### config.mk
export PLATFORM = sky130hd
export DESIGN_NAME = lfsr_shift_engine_flat
export DESIGN_NICKNAME = d
export VERILOG_FILES = /design/src/rtl/lfsr_shift_engine_if.sv /design/src/rtl/lfsr_shift_engine.sv /design/src/flat_wrapper.sv
export SDC_FILE = /design/constraint.sdc
export NUM_CORES = 1
export LEC_CHECK = 0
export ABC_AREA = 1
export BUFFER_PORTS_ARGS = -buffer_cell sky130_fd_sc_hd__clkbuf_2
export CAP_MARGIN = 25
export CORE_MARGIN = 3
export CORE_UTILIZATION = 60
export CTS_BUF_LIST = sky130_fd_sc_hd__clkbuf_8
export CTS_CLUSTER_DIAMETER = 50
export DETAILED_ROUTE_END_ITERATION = 16
export GPL_ROUTABILITY_DRIVEN = 1
export PLACE_DENSITY = 0.87
export SLEW_MARGIN = 20
export SYNTH_ARGS = -nofsm -noshare
export SYNTH_HDL_FRONTEND = slang
export SYNTH_SLANG_ARGS = --single-unit
### constraint.sdc
create_clock -name clk -period 3 [get_ports clk]
set_input_delay 0.75 -clock clk [delete_from_list [all_inputs] [get_ports clk]]
set_output_delay 0.75 -clock clk [all_outputs]
set_load 0.02 [all_outputs]
### src/rtl/lfsr_shift_engine_if.sv
// Bundles the control, burst handshake and status signals of lfsr_shift_engine.
// The master modport belongs to whoever drives the engine. The slave modport
// belongs to the engine itself.
interface lfsr_shift_engine_if #(
    parameter int WIDTH = 11,
    parameter int CNT_W = 16
);
    logic             load;
    logic [WIDTH-1:0] load_data;
    logic [1:0]       mode;
    logic             data_1;
    logic             start;
    logic [CNT_W-1:0] burst_len;
    logic             bit_ready;
    logic [WIDTH-1:0] data_o;
    logic             bit_o;
    logic             bit_valid;
    logic             busy;
    logic             done;
    logic             lockup;

    modport master (
        output load, load_data, mode, data_1, start, burst_len, bit_ready,
        input  data_o, bit_o, bit_valid, busy, done, lockup
    );

    modport slave (
        input  load, load_data, mode, data_1, start, burst_len, bit_ready,
        output data_o, bit_o, bit_valid, busy, done, lockup
    );
endinterface

### src/rtl/lfsr_shift_engine.sv
// Parametrised shift/LFSR register with a counted serial burst output.
// Every step shifts right and inserts a new MSB. bit_o is always the current LSB.
//
// state   | meaning
// --------+-----------------------------------------------------------------
// S_IDLE  | free-running step each cycle; accepts load and start
// S_BURST | emits burst bits; steps only on a bit_valid && bit_ready handshake
module lfsr_shift_engine #(
    parameter int               WIDTH    = 11,
    parameter logic [WIDTH-1:0] TAP_MASK = WIDTH'(11'h041),
    parameter logic [WIDTH-1:0] RST_SEED = WIDTH'(1),
    parameter int               CNT_W    = 16
) (
    input  logic                clk,
    input  logic                rst,
    lfsr_shift_engine_if.slave  bus
);

    localparam logic [1:0] M_HOLD   = 2'b00;
    localparam logic [1:0] M_SHIFT  = 2'b01;
    localparam logic [1:0] M_LFSR   = 2'b10;

    typedef enum logic {S_IDLE, S_BURST} state_t;

    state_t           state_q;
    logic [WIDTH-1:0] data_q;
    logic [CNT_W-1:0] cnt_q;
    logic             valid_q;
    logic             busy_q;
    logic             done_q;
    logic             lockup_q;

    logic [WIDTH-1:0] step_d;
    logic             recover_d;

    // Compute the value one step would produce, including all-zero LFSR recovery.
    always_comb begin
        step_d    = data_q;
        recover_d = 1'b0;
        case (bus.mode)
            M_HOLD:  step_d = data_q;
            M_SHIFT: step_d = {bus.data_1, data_q[WIDTH-1:1]};
            M_LFSR: begin
                // An all-zero LFSR never leaves zero, so reseed and flag it.
                if (data_q == '0) begin
                    step_d    = RST_SEED;
                    recover_d = 1'b1;
                end else begin
                    step_d = {^(data_q & TAP_MASK), data_q[WIDTH-1:1]};
                end
            end
            default: step_d = {data_q[0], data_q[WIDTH-1:1]};
        endcase
    end

    // Control FSM plus datapath and status registers. All outputs are registered.
    always_ff @(posedge clk) begin
        if (!rst) begin
            state_q  <= S_IDLE;
            data_q   <= RST_SEED;
            cnt_q    <= '0;
            valid_q  <= 1'b0;
            busy_q   <= 1'b0;
            done_q   <= 1'b0;
            lockup_q <= 1'b0;
        end else begin
            done_q <= 1'b0;
            case (state_q)
                S_IDLE: begin
                    if (bus.load) begin
                        data_q   <= bus.load_data;
                        lockup_q <= 1'b0;
                    end else if (!bus.start) begin
                        data_q <= step_d;
                        if (recover_d) lockup_q <= 1'b1;
                    end
                    if (bus.start) begin
                        cnt_q <= bus.burst_len;
                        if (bus.burst_len != '0) begin
                            state_q <= S_BURST;
                            valid_q <= 1'b1;
                            busy_q  <= 1'b1;
                        end else begin
                            // A zero-length burst completes immediately without emitting bits.
                            done_q <= 1'b1;
                        end
                    end
                end
                S_BURST: begin
                    if (bus.bit_ready) begin
                        data_q <= step_d;
                        if (recover_d) lockup_q <= 1'b1;
                        cnt_q <= cnt_q - CNT_W'(1);
                        if (cnt_q == CNT_W'(1)) begin
                            state_q <= S_IDLE;
                            valid_q <= 1'b0;
                            busy_q  <= 1'b0;
                            done_q  <= 1'b1;
                        end
                    end
                end
                default: state_q <= S_IDLE;
            endcase
        end
    end

    assign bus.data_o    = data_q;
    assign bus.bit_o     = data_q[0];
    assign bus.bit_valid = valid_q;
    assign bus.busy      = busy_q;
    assign bus.done      = done_q;
    assign bus.lockup    = lockup_q;

endmodule
### src/flat_wrapper.sv
// flat-port wrapper written by rule: the top's interface ports become plain ports
module lfsr_shift_engine_flat 
#(
    parameter int               WIDTH    = 11,
    parameter logic [WIDTH-1:0] TAP_MASK = WIDTH'(11'h041),
    parameter logic [WIDTH-1:0] RST_SEED = WIDTH'(1),
    parameter int               CNT_W    = 16
)
  (clk, rst, bus_load, bus_load_data, bus_mode, bus_data_1, bus_start, bus_burst_len, bus_bit_ready, bus_data_o, bus_bit_o, bus_bit_valid, bus_busy, bus_done, bus_lockup);
  lfsr_shift_engine_if #(.WIDTH(WIDTH), .CNT_W(CNT_W)) bus_i ();
  input  logic clk;
  input  logic rst;
  input wire logic [$bits(bus_i.load)-1:0] bus_load;
  input wire logic [$bits(bus_i.load_data)-1:0] bus_load_data;
  input wire logic [$bits(bus_i.mode)-1:0] bus_mode;
  input wire logic [$bits(bus_i.data_1)-1:0] bus_data_1;
  input wire logic [$bits(bus_i.start)-1:0] bus_start;
  input wire logic [$bits(bus_i.burst_len)-1:0] bus_burst_len;
  input wire logic [$bits(bus_i.bit_ready)-1:0] bus_bit_ready;
  output wire logic [$bits(bus_i.data_o)-1:0] bus_data_o;
  output wire logic [$bits(bus_i.bit_o)-1:0] bus_bit_o;
  output wire logic [$bits(bus_i.bit_valid)-1:0] bus_bit_valid;
  output wire logic [$bits(bus_i.busy)-1:0] bus_busy;
  output wire logic [$bits(bus_i.done)-1:0] bus_done;
  output wire logic [$bits(bus_i.lockup)-1:0] bus_lockup;
  assign bus_i.load = bus_load;
  assign bus_i.load_data = bus_load_data;
  assign bus_i.mode = bus_mode;
  assign bus_i.data_1 = bus_data_1;
  assign bus_i.start = bus_start;
  assign bus_i.burst_len = bus_burst_len;
  assign bus_i.bit_ready = bus_bit_ready;
  assign bus_data_o = bus_i.data_o;
  assign bus_bit_o = bus_i.bit_o;
  assign bus_bit_valid = bus_i.bit_valid;
  assign bus_busy = bus_i.busy;
  assign bus_done = bus_i.done;
  assign bus_lockup = bus_i.lockup;
  lfsr_shift_engine #(.WIDTH(WIDTH), .TAP_MASK(TAP_MASK), .RST_SEED(RST_SEED), .CNT_W(CNT_W)) u_core (.clk(clk), .rst(rst), .bus(bus_i));
endmodule
* Word-level counts from Yosys, hierarchy flattened *
Index checks and enable logic that the tools add are counted.

cells by class
  add/subtract/negate cells = 1
  equality and inequality tests = 8
  multiplexer cells = 31
  bitwise logic cells = 1
  reductions and logical operators = 7

operator list
  kind                     count
  $mux W11                 4
  $pmux W11 S3             1
  $mux W16                 2
  $pmux W16 S2             1
  $pmux W11 S2             1
  $mux W1                  18
  $eq A16 B1 Y1 const B    1
  $reduce_bool A16 Y1      1
  $sub A16 B1 Y16 const B  1
  $logic_not A11 Y1        1
  $reduce_xor A11 Y1       1
  $pmux W1 S2              4
  $ne A2 B2 Y1 const B     3
  $reduce_and A2 Y1        2
  $reduce_and A4 Y1        1
  $ne A3 B3 Y1 const B     1
  $eq A2 B1 Y1 const B     1
  $eq A2 B2 Y1 const B     1
  $logic_not A2 Y1         1
  $ne A2 B1 Y1 const B     1
  $not A1 Y1               1

storage, ports and cells
  register bits = 31
  bits of input ports = 35
  output and inout bits = 16
  logic and storage cells = 54

* Longest topological paths before layout *
Gate-level depths: netlist (run 1).

  depth in word-level cells = 7
  mapped depth = 9

* Least setup slack after synthesis (run 1) *
OpenSTA, ideal clock, no wires.

  kind = in2reg
  start point = in bus_start
  end point = reg u_core.data_q[6], in the netlist u_core.bus.data_o[6]
  setup time = 120 ps
  arrival = 1,324 ps
  slack = 1,556 ps
  cell stages on the path = 6
  path buffers = 1
  path through = inv_1 -> o21ai_2 -> nand2_4 -> buf_6 -> o21ai_0 -> a21oi_1

between the ends
  cells in the longest elaborated chain, start to end = 2

RTL lines
  element                             line                     text
  start: declaration                  flat_wrapper.sv:17       input wire logic [$bits(bus_i.start)-1:0] bus_start;
  $ne A3 B3 Y1 (no source line)       --
  $reduce_and A2 Y1 (no source line)  --
  end signal: assignment              lfsr_shift_engine.sv:71  data_q <= bus.load_data;
  end signal: assignment              lfsr_shift_engine.sv:74  data_q <= step_d;
  end signal: assignment              lfsr_shift_engine.sv:91  data_q <= step_d;
  end: declaration                    lfsr_shift_engine.sv:26  logic [WIDTH-1:0] data_q;

Every way passes these cells.
A chain may end at the register's enable or synchronous reset.

* Worst setup path after layout (run 1) *
  start point = reg u_core.state_q
  end point = reg u_core.cnt_q[4]

between the ends
  cells in the longest elaborated chain, start to end = 3

RTL lines
  element                             line                     text
  start: declaration                  lfsr_shift_engine.sv:25  state_t state_q;
  start signal: assignment            lfsr_shift_engine.sv:59  state_q <= S_IDLE;
  start signal: assignment            lfsr_shift_engine.sv:80  state_q <= S_BURST;
  start signal: assignment            lfsr_shift_engine.sv:95  state_q <= S_IDLE;
  $not A1 Y1                          lfsr_shift_engine.sv:68  case (state_q)
  $ne A2 B2 Y1 (no source line)       --
  $reduce_and A2 Y1 (no source line)  --
  end signal: assignment              lfsr_shift_engine.sv:78  cnt_q <= bus.burst_len;
  end signal: assignment              lfsr_shift_engine.sv:93  cnt_q <= cnt_q - CNT_W'(1);
  end: declaration                    lfsr_shift_engine.sv:27  logic [CNT_W-1:0] cnt_q;

Parallel ways exist; a longest one is shown, timed or not.

==> results.md, run 1 <==
- After clock tree synthesis, the repair step resized 0 gates.
- Once detail routing completed, the nets flagged for antenna violations numbered 0.
- After technology mapping, the gate count stands at 358.
- In the routed layout, each cell is associated on average with a via count of 5.387.
- Once the clock tree was built, the setup fixing pass inserted 0 buffers.
- At the end of routability-driven placement, the weighted congestion stood at 0.9141.
- The critical path endpoint category is a flop.
- The worst hold path belongs to the class flop to flop.
- The switching power is 488.0 µW.
- The die covers 4575 µm².
- Ranked by instance count, the synthesized netlist is headed by sky130_fd_sc_hd__nand2_1 (90), sky130_fd_sc_hd__nor2_1 (41), sky130_fd_sc_hd__inv_1 (40).
- For this block, the via count after detailed routing is 2424.
- Of the total power, the clock network draws 0.268.
- The reported leakage power is 0.001252 µW.
- The switching share of total power is 0.3844.
- Compared with the post-synthesis result, the final layout area differs by 13.17%.
- The total overflow left after global routing is 0.
- The final-report max-slew violation count is 0.
- The run finished with clean final reports.
- In the final layout, the share of cells above drive strength 1 is 0.2277.
- Clock skew on the completed layout was measured at 5.241 ps.
- The final count of hold timing violations is 0.
- The total number of nets in the final design is 441.
- Clock tree synthesis selected as its root buffer the cell sky130_fd_sc_hd__clkbuf_8.
- STA classifies the critical path startpoint as a flop.
- The sum of net half-perimeters after detailed placement is 4375 µm.
- The headroom to the max-slew limit is 0.7115.
- Dividing the final minimum period by the clock period gives 0.5869.
- The netlist area before placement is 2280 µm².
- The post-detailed-routing wire length is 5762 µm.
- In this run the worst path has a maximum fanout of 24.
- At the pin with the least slew margin, the transition time is 432.2 ps.
- The share of the Yosys chip area taken by registers is 0.2722.
- Setup repair after global routing left no endpoint under its margin.
- The worst supply voltage drop on vdd is 0.0003091 V.
- The clock drives 31 sinks.
- The largest total area in the synthesized netlist belongs to sky130_fd_sc_hd__dfxtp_1.
- The power per unit of standard cell area is 492.0 nW/µm².
- Of all flip-flops after synthesis, the portion carrying an async set or reset was 0.
- The die height is 67.64 µm.
- The count of unresolved DRC violations after routing is 0.
- The CTS buffer count is 5.
- Sorting the synthesized cells by area gives the leading types as sky130_fd_sc_hd__dfxtp_1 (27%), sky130_fd_sc_hd__nand2_1 (15%), sky130_fd_sc_hd__a21oi_1 (8.3%).
- The total instance count after detailed placement is 443.
- The critical path data arrival time is 1920 ps.
- The effective utilization at floorplan is 0.6523.
- The source-to-sink clock delay at the later pin of the worst-skew pair is 290 ps.
- The clock transition at the register clock pins on the worst setup and hold paths after CTS is 70 ps.
- The share of total power dissipated in combinational logic is 0.336.
- TritonCTS built the clock tree.
- The number of hold buffers added after cts is 0.
- When the netlist entered floorplanning its net count stood at 395.
- The count of H-tree levels built during CTS is 2.
- The die span in x is 67.64 µm.
- The tool flagged a number of max-cap violations equal to 0.
- STA puts the critical path data required time at 3160 ps.
- Among all cell types in the netlist, the one instantiated most often is sky130_fd_sc_hd__nand2_1.
- During placement, the flow inserted port buffers numbering 50.
- The routed length per instance is 12.80 µm.
- The first-pass GRT wire length is 9508 µm.
- Row generation in the floorplan step produced 21 rows.
- The count of yosys warnings during synthesis is 0.
- The number of antenna violations at the first check in global routing is 0.
- The number of DRC markers after the initial detailed-route iteration is 287.
- Setup violations remaining at the end of the flow were counted as 0.
- By startpoint and endpoint, the worst setup path is classified as flop to flop.
- The clock passes through at most 2 buffers.
- Derived from the worst setup path, the maximum achievable clock frequency is 567.9 MHz.
- In the global route stage, overall resource usage came out at 0.2759.
- The prevailing post-synth register cell is sky130_fd_sc_hd__dfxtp_1.
- For this run, the share of the core covered by cells in the final layout is 0.7383.
- Adding up every negative setup slack in the final design gives 0 ps.
- The flop and latch count out of synthesis is 31.
- 0 antenna diodes ended up in the layout.
- The pin count of the biggest net entering global routing is 25.
- The shortest period the worst path allows is 1761 ps.
- The internal power of the cells totals 781.3 µW.
- Hold is met by 449.6 ps.
- The first TritonRoute pass finished after 5 iterations.
- The synthesized area divided by synthesized cell count is 6.368 µm².
- During I/O placement, the number of pins put on the boundary was 51.
- The share of total power dissipated in sequential elements is 0.397.
- The core outline area is 3495 µm².
- The number of fillers in the final layout is 300.
- The number of global-route vias before repair came to 2062.
- The number of cells in the finished layout apart from fillers is 450.
- In this run, synthesis inferred 0 flip-flops with an integrated enable.
- The number of distinct library cell variants in the gate-level netlist after synthesis is 35.
- The fraction of synthesized cell area taken by the top area cell type is 0.2722.
==> per-layer routing <==
metal,track usage,up-vias,share of wire
met5,0,-,0
met4,0.08861,0,0.017
met3,0.08319,13,0.075
met2,0.4119,91,0.45
met1,0.3766,1076,0.46
li1,-,1244,-
==> per-stage QoR <==
stage | cell area [µm²] | setup WS (ps) | total power (µW)
after global routing | 2580 | 1105 | 1356
after detailed placement | 2492 | 1224 | 930.4
after CTS | 2580 | 1270 | 1268
after floorplan | 2280 | 1556 | 834.4
after global placement | 2492 | 1270 | 920.9
final | 2580 | 1239 | 1269
==> cells by family (layout without fill, tap and decap cells) <==
group,after synthesis,after routing,share of synthesized area
AOI/OAI and AO/OA,81,81,0.1965
xor gates and xnor gates,2,2,0.007685
adders and majority gates,2,2,0.01098
buffers and inverters,57,103,0.1235
DFF,31,31,0.2722
and+or+nand+nor,185,185,0.3891
==> layout make-up <==
class / instances / area [µm²] / share of cell area
clock buffers: 6 / 82.58 / 0.03201
clock inverters: 1 / 5.005 / 0.001940
flip-flops and latches: 31 / 620.6 / 0.2405
repair buffers: 51 / 257.7 / 0.09990
well taps: 46 / 57.56 / 0.02231
multi-input cells: 270 / 1378 / 0.5339
inverters: 45 / 178.9 / 0.06935
==> final timing paths <==
check	from	to	slack [ps]	cells after the start
worst min register to register	u_core.bus.lockup$_SDFFE_PN0P_	u_core.bus.lockup$_SDFFE_PN0P_	450	2
worst max register to register	u_core.state_q$_SDFF_PN0_	u_core.cnt_q[4]$_SDFFE_PN0P_	1240	6
worst min-delay path	u_core.bus.lockup$_SDFFE_PN0P_	u_core.bus.lockup$_SDFFE_PN0P_	450	2
worst max-delay path	u_core.state_q$_SDFF_PN0_	u_core.cnt_q[4]$_SDFFE_PN0P_	1240	6
==> registers in the layout (all words and copies together) (netlist names) <==
name,flops
u_core.bus.data_o,11
u_core.bus.done,1
u_core.bus.bit_valid,1
u_core.bus.lockup,1
u_core.cnt_q,16
u_core.state_q,1
==> placed cells by master (no fill, tap or decap), types with 3 or more instances in the layout <==
cell type                  instances
sky130_fd_sc_hd__inv_2             3
sky130_fd_sc_hd__nand2_4           5
sky130_fd_sc_hd__nor2_4            6
sky130_fd_sc_hd__o21ai_0          21
sky130_fd_sc_hd__o211ai_1          3
sky130_fd_sc_hd__nand2_2           3
sky130_fd_sc_hd__nand4_1           3
sky130_fd_sc_hd__clkbuf_8          6
sky130_fd_sc_hd__o21ai_1           9
sky130_fd_sc_hd__a21oi_1          38
sky130_fd_sc_hd__clkbuf_2         50
sky130_fd_sc_hd__inv_1            40
sky130_fd_sc_hd__a21oi_2           4
sky130_fd_sc_hd__dfxtp_1          31
sky130_fd_sc_hd__nand2_1          90
sky130_fd_sc_hd__nor2_2            5
sky130_fd_sc_hd__nor2_1           41
sky130_fd_sc_hd__nand3_1          24
==> critical path: stages, from the launching register on <==
cell and delay, ps:
sky130_fd_sc_hd__dfxtp_1 530, sky130_fd_sc_hd__buf_4 270, sky130_fd_sc_hd__nand2_4 130, sky130_fd_sc_hd__nand2_4 260
sky130_fd_sc_hd__inv_2 140, sky130_fd_sc_hd__o21ai_0 190, sky130_fd_sc_hd__a21oi_1 90
==> power groups by stage <==
stage	registers (µW)	clock network [µW]	logic [µW]
after CTS	502	343	423
after floorplan	519	0	315
final	504	340	426
after detailed placement	511	0	419
after global placement	511	0	410
after global routing	509	367	480
(Power assumes the default switching activity.)
==> run 2, diff against run 1 <==
Settings changed: CORE_UTILIZATION 60 to 56, PLACE_DENSITY 0.87 to 0.82.
Clock period 3 ns to 1.8 ns, I/O delays scaled along.
==> run 2 against run 1 <==
Setup slack lost 1000 ps. First-iteration DRC count shrank 26%. Register-to-register slack lost 1000 ps. Sequential share of layout area shrank 0.093 points. Sequential power grew 67%. Design area grew 0.39%. Utilization shrank 5.6 points. Non-clock buffer count grew 1. Critical path depth shrank 1. Critical endpoint unchanged.
==> results.md, run 2 (synthesis gave the netlist of run 1 again) <==
- The run finished with clean final reports.
- The number of vias after detailed routing is 2377.
- The number of global-route vias before repair is 2070.
- Of the available clock period, the critical path in the final layout requires 0.8868.
- The buffering stage count on the worst path with inverters included is 1.
- In this run the power density over the cells is 810.4 nW/µm².
- STA classifies the critical path endpoint as a flop.
- The required time reported for the critical path endpoint is 1940 ps.
- In this design, the largest share of critical-path delay is due to flip-flops.
- The number of placed I/O pins is 51.
- The final-report max-slew violation count is 0.
- The overall overflow remaining after global route is 0.
- In this run the remaining antenna-violating nets after routing total 0.
- The detailed router finished its first iteration with 212 violations.
- The effective utilization at floorplan is 0.6001.
- No sink is reached through more buffers than the 2 on the longest clock path.
- The post-CTS setup-driven buffer insertion count is 0.
- The die outline area is 4873 µm².
- 0 antenna diodes ended up in the layout.
- Leaving out fill and tap cells, the most frequent cells in the layout are sky130_fd_sc_hd__nand2_1 (90), sky130_fd_sc_hd__clkbuf_2 (50), sky130_fd_sc_hd__nor2_1 (41).
- The first global-routing pass estimated 9425 µm of wire.
- Between clock sinks in the finished design, the worst skew comes to 8.233 ps.
- Setup repair after global routing left no endpoint under its margin.
- The count of unresolved DRC violations after routing is 0.
- The tightest hold path in the finished design has a slack of 443.7 ps.
- The floorplan has 22 rows.
- The number of instances resized during post-cts repair is 0.
- The critical path goes through nand2_4, nand2_4, inv_2, o21ai_0, a21oi_1.
- The utilization after layout is 0.6818.
- The number of cells in the finished layout apart from fillers is 453.
- The delay of the slowest cell on the worst path is 530 ps.
- The core outline area is 3799 µm².
- In this run the tightest slew margin relative to its limit is 0.6714.
- In the final layout, the share of cells above drive strength 1 is 0.2296.
- The final count of negative-setup-slack endpoints is 0.
- The die height is 69.81 µm.
- The path type of the worst setup path is flop to flop.
- Clock-pin slew was measured on the worst setup and hold paths at 70 ps.
- The count of maximum capacitance violations is 0.
- The worst-case IR drop observed on VDD is 0.0008587 V.
- For the pin with the worst max-slew slack, the measured transition is 492.3 ps.
- The worst setup timing slack at the placement stage is 286.9 ps.
- The commonest non-fill, non-tap cell in the layout is sky130_fd_sc_hd__nand2_1.
- For this run, the total global-route usage over all layers was measured as 0.2353.
- Summed over all cells, the static leakage comes to 0.001257 µW.
- CTS placed an instance of sky130_fd_sc_hd__clkbuf_8 at the clock tree root.
- Subtracting the final worst setup slack from the clock period gives 1596 ps.
- The highest attainable clock frequency is 626.5 MHz.
- The path class of the tightest hold or removal check is flop to flop.
- The biggest fanout along the worst timing path is 24.
- For this design, the slowest cell found on the critical path is sky130_fd_sc_hd__dfxtp_1.
- The most frequent cell on the critical path is sky130_fd_sc_hd__nand2_4.
- In this run, placement finished with an instance count of 446.
- The post-detailed-route via-to-cell ratio is 5.247.
- The final count of hold timing violations was 0.
- The count of input and output buffers is 50.
- TritonCTS built the clock tree.
- The number of hold buffers added after cts is 0.
- The register with the most flip-flops is u_core.cnt_q.
- In the final design database the tool counted 442 nets.
- The startpoint kind of the worst setup timing path is a flop.
- For this block, the routed nets add up to 5750 µm of wire.
- The number of antenna violations at the first check in global routing is 0.
- The layout has 361 filler cells.
- The register with the most flip-flops in the layout has 16 of them.
- The area growth from synthesis to layout is 13.61%.
- The setup TNS after final layout is 0 ps.
- The die span in x is 69.81 µm.
- The routed length per instance is 12.69 µm.
- The critical path data arrival time is 1740 ps.
- The source-to-sink clock delay at the later pin of the worst-skew pair is 280 ps.
- The pin count of the biggest net entering global routing is 25.
- The number of clock sinks is 31.
- The count of H-tree levels built during CTS is 2.
- The CTS buffer count is 5.
- The sum of net half-perimeters after detailed placement is 4407 µm.
- The least setup slack across all paths after layout is 203.8 ps.
- The weighted congestion at the end of routability-driven global placement is 1.005.
- The detailed-router iteration count before antenna repair is 5.
## run 2: cell count changes in the layout (fill, tap and decap cells not counted), sizes merged
cell	before	now
buf	1	2
## run 2: area by class of cell
class	instances	area (µm²)	share of cell area
tap	48	60.06	0.02319
clock buffer	6	82.58	0.03188
multi-input combinational	270	1378	0.5319
sequential	31	620.6	0.2396
timing repair buffer	52	265.3	0.1024
clock inverter	1	5.005	0.001932
inverter	45	178.9	0.06908
## run 2: metal layers
layer	routed length [µm]	global-route usage	vias to the layer above	part of all wire
li1	-	-	1246	-
met5	0	0	-	0
met3	449	0.05652	4	0.078
met1	2723	0.3380	1054	0.47
met2	2538	0.3557	73	0.44
met4	38	0.05106	0	0.0066
## run 2: power by group
group,switching [µW],internal (µW),leakage (µW)
clock,248,299,0.0000470
combinational,456,252,0.000954
sequential,90.9,752,0.000256
total,795,1300,0.00126
## run 2: worst paths after layout
check | end | startpoint | slack, ps | depth (start not counted)
hold / removal | u_core.bus.lockup$_SDFFE_PN0P_ | u_core.bus.lockup$_SDFFE_PN0P_ | 440 | 2
setup / recovery | u_core.cnt_q[4]$_SDFFE_PN0P_ | u_core.state_q$_SDFF_PN0_ | 200 | 5
setup reg to reg | u_core.cnt_q[4]$_SDFFE_PN0P_ | u_core.state_q$_SDFF_PN0_ | 200 | 5
hold reg to reg | u_core.bus.lockup$_SDFFE_PN0P_ | u_core.bus.lockup$_SDFFE_PN0P_ | 440 | 2
## run 2: worst reg2reg max path, cell delays in order, from the launching register on
cell and delay (ps):
sky130_fd_sc_hd__dfxtp_1 530, sky130_fd_sc_hd__nand2_4 180, sky130_fd_sc_hd__nand2_4 270, sky130_fd_sc_hd__inv_2 140
sky130_fd_sc_hd__o21ai_0 250, sky130_fd_sc_hd__a21oi_1 110
## run 2: through the flow
stage          total power [µW]  instance area (µm²)
5_1_grt                    2227                 2590
3_3_place_gp               1547                 2502
6_report                   2099                 2590
2_1_floorplan              1391                 2280
4_1_cts                    2102                 2590
3_5_place_dp               1556                 2502
==> run 3, diff against run 2 <==
Settings changed: CTS_CLUSTER_SIZE set to 14, REMOVE_ABC_BUFFERS set to 1.
==> run 3 against run 2 <==
Register-to-register slack better by 50 ps. Sequential cell count stayed put. Via count is 0.76% higher. Wire length grew 2.1%. Largest power group unchanged.
==> results.md, run 3 (synthesis gave the netlist of run 1 again) <==
- The sum of net half-perimeters after detailed placement is 4371 µm.
- The final count of negative-setup-slack endpoints is 0.
- The post-detailed-routing wire length is 5873 µm.
- The clock tree synthesis step divided the H-tree into 2 levels.
- Hold timing on the final database bottoms out at a slack of 436.1 ps.
- Entering global routing, the biggest net connects 25 pins.
- The number of DRC markers after the initial detailed-route iteration is 170.
- The path type of the worst setup path is flop to flop.
- The commonest non-fill, non-tap cell in the layout is sky130_fd_sc_hd__nand2_1.
- The count of buffers added on input and output ports is 50.
- The worst supply voltage drop on vdd is 0.0005098 V.
- The number of instances resized during post-cts repair is 0.
- The area growth from synthesis to layout is 13.34%.
- The setup TNS after final layout is 0 ps.
- The worst setup path is launched from a flop.
- The final count of hold timing violations is 0.
- The highest attainable clock frequency is 648.3 MHz.
- The proportion of layout cells with a drive suffix above 1 is 0.2266.
- The number of vias after detailed routing is 2395.
- The later pin in the worst-skew pair is clocked with a latency of 290 ps.
- In this run the worst path has a maximum fanout of 6.
- Clock skew on the completed layout was measured at 3.300 ps.
- The floorplan has 22 rows.
- In this run the deepest clock path goes through 2 buffers.
- The repair_antennas step left the layout with diodes totalling 0.
- The final-report max-slew violation count is 0.
- The initial utilization of the core area, before any placement, comes to 0.6001.
- Before antenna repair, the detailed router went through 5 iterations.
- The count of unresolved DRC violations after routing is 0.
- The root buffer cell chosen for the clock tree is sky130_fd_sc_hd__clkbuf_8.
- The shortest period the worst path allows is 1543 ps.
- The power per unit of standard cell area is 803.4 nW/µm².
- The total number of nets in the final design is 442.
- After clock tree synthesis, the clock-pin slew on the worst setup and hold paths is 70 ps.
- The number of flip-flops in the largest register is 16.
- The floorplan step defined a die boundary enclosing 4873 µm².
- The number of hold buffers added after cts is 0.
- The number of clock sinks is 31.
- The post-CTS setup-driven buffer insertion count is 0.
- The critical path endpoint category is a flop.
- The die is 69.81 µm wide.
- Headroom to the max-slew limit came out at 0.6958.
- 51 I/O pins were placed.
- At the worst endpoint, the required time is 1970 ps.
- Fill cells in the final layout number 374.
- After routing the design area is 2584 µm².
- At the worst endpoint, the arrival time is 1720 ps.
- The setup slack of the worst register-to-register path is 260 ps.
- The CTS buffer count is 5.
- The analysis attributes to cell leakage a power of 0.001261 µW.
- The number of global-route vias before repair is 2084.
- In the final routed layout, each cell accounts on average for 12.94 µm.
- Once placement finished, the instance area stood at 2502 µm².
- The core outline area is 3799 µm².
- Setup repair after global routing left no endpoint under its margin.
- The weighted congestion at the end of routability-driven global placement is 0.9372.
- The flow ran to the end, and the final reports show no timing, DRC or antenna violations.
- The library cells used most frequently in the layout, excluding fill and tap cells, are sky130_fd_sc_hd__nand2_1 (90), sky130_fd_sc_hd__clkbuf_2 (50), sky130_fd_sc_hd__inv_1 (42).
- The first global-routing pass estimated 9604 µm of wire.
- u_core.cnt_q holds more flip-flops than any other register.
- Across the run, the number of max-cap violations was 0.
- The overall overflow remaining after global route is 0.
- The die is 69.81 µm tall.
- The transition time at the pin with the least slew margin is 455.8 ps.
- In the global route stage, overall resource usage came out at 0.2421.
- TritonCTS built the clock tree.
- The worst hold path belongs to the class input port to flop.
- In the routed layout, each cell is associated on average with a via count of 5.275.
- In the finished design, the share of the clock period the worst path needs comes to 0.8570.
- The number of antenna violations at the first check in global routing is 0.
- The residual antenna-violating net count after detailed routing is 0.
-- run 3: cell count changes in the layout (fill, tap and decap cells not counted) --
cell                       change
sky130_fd_sc_hd__clkbuf_8      -1
sky130_fd_sc_hd__inv_1         +2
-- run 3: layout make-up --
cell class | count | area [µm²] | area share
multi-input cells | 270 | 1378 | 0.5332
flip-flops and latches | 31 | 620.6 | 0.2402
repair buffers | 52 | 265.3 | 0.1027
inverters | 45 | 178.9 | 0.06925
clock buffers | 5 | 68.82 | 0.02663
well taps | 48 | 60.06 | 0.02324
clock inverters | 3 | 12.51 | 0.004843
-- run 3: path summary, 6_finish.rpt --
path / startpoint / to / cells past startpoint
setup / recovery: u_core.cnt_q[0]$_SDFFE_PN0P_ / u_core.cnt_q[12]$_SDFFE_PN0P_ / 9
hold / removal: bus_load_data[9] / u_core.bus.data_o[9]$_SDFFE_PN0P_ / 3
setup reg to reg: u_core.cnt_q[0]$_SDFFE_PN0P_ / u_core.cnt_q[12]$_SDFFE_PN0P_ / 9
hold reg to reg: u_core.bus.lockup$_SDFFE_PN0P_ / u_core.bus.lockup$_SDFFE_PN0P_ / 2
-- run 3: per-layer routing --
metal | wire length (µm) | GRT usage
met1 | 2823 | 0.3550
met5 | 0 | 0
met4 | 85 | 0.06596
met2 | 2505 | 0.3568
met3 | 459 | 0.04928
-- run 3: per-stage QoR --
stage	setup slack, ps	utilization	cells	total power (µW)
after floorplan	291.5	-	346	1353
after global placement	301.2	0.6588	446	1544
after detailed placement	284.1	0.6588	446	1554
after CTS	268.9	0.6802	454	2075
after global routing	163.0	0.6802	454	2207
final	257.4	0.6802	454	2076
-- run 3: power breakdown --
group / internal (µW) / switching (µW)
Combinational: 252 / 458
Sequential: 752 / 86.7
Clock: 260 / 268
-- run 3: critical path, cell delays in order (launching register included) --
cell,delay (ps)
sky130_fd_sc_hd__dfxtp_1,350
sky130_fd_sc_hd__inv_1,160
sky130_fd_sc_hd__ha_1,330
sky130_fd_sc_hd__nand2_2,130
sky130_fd_sc_hd__nor2_4,160
sky130_fd_sc_hd__nand2_1,60
sky130_fd_sc_hd__nand2_1,50
sky130_fd_sc_hd__nand3_1,60
sky130_fd_sc_hd__nand2_1,80
sky130_fd_sc_hd__a21oi_2,50
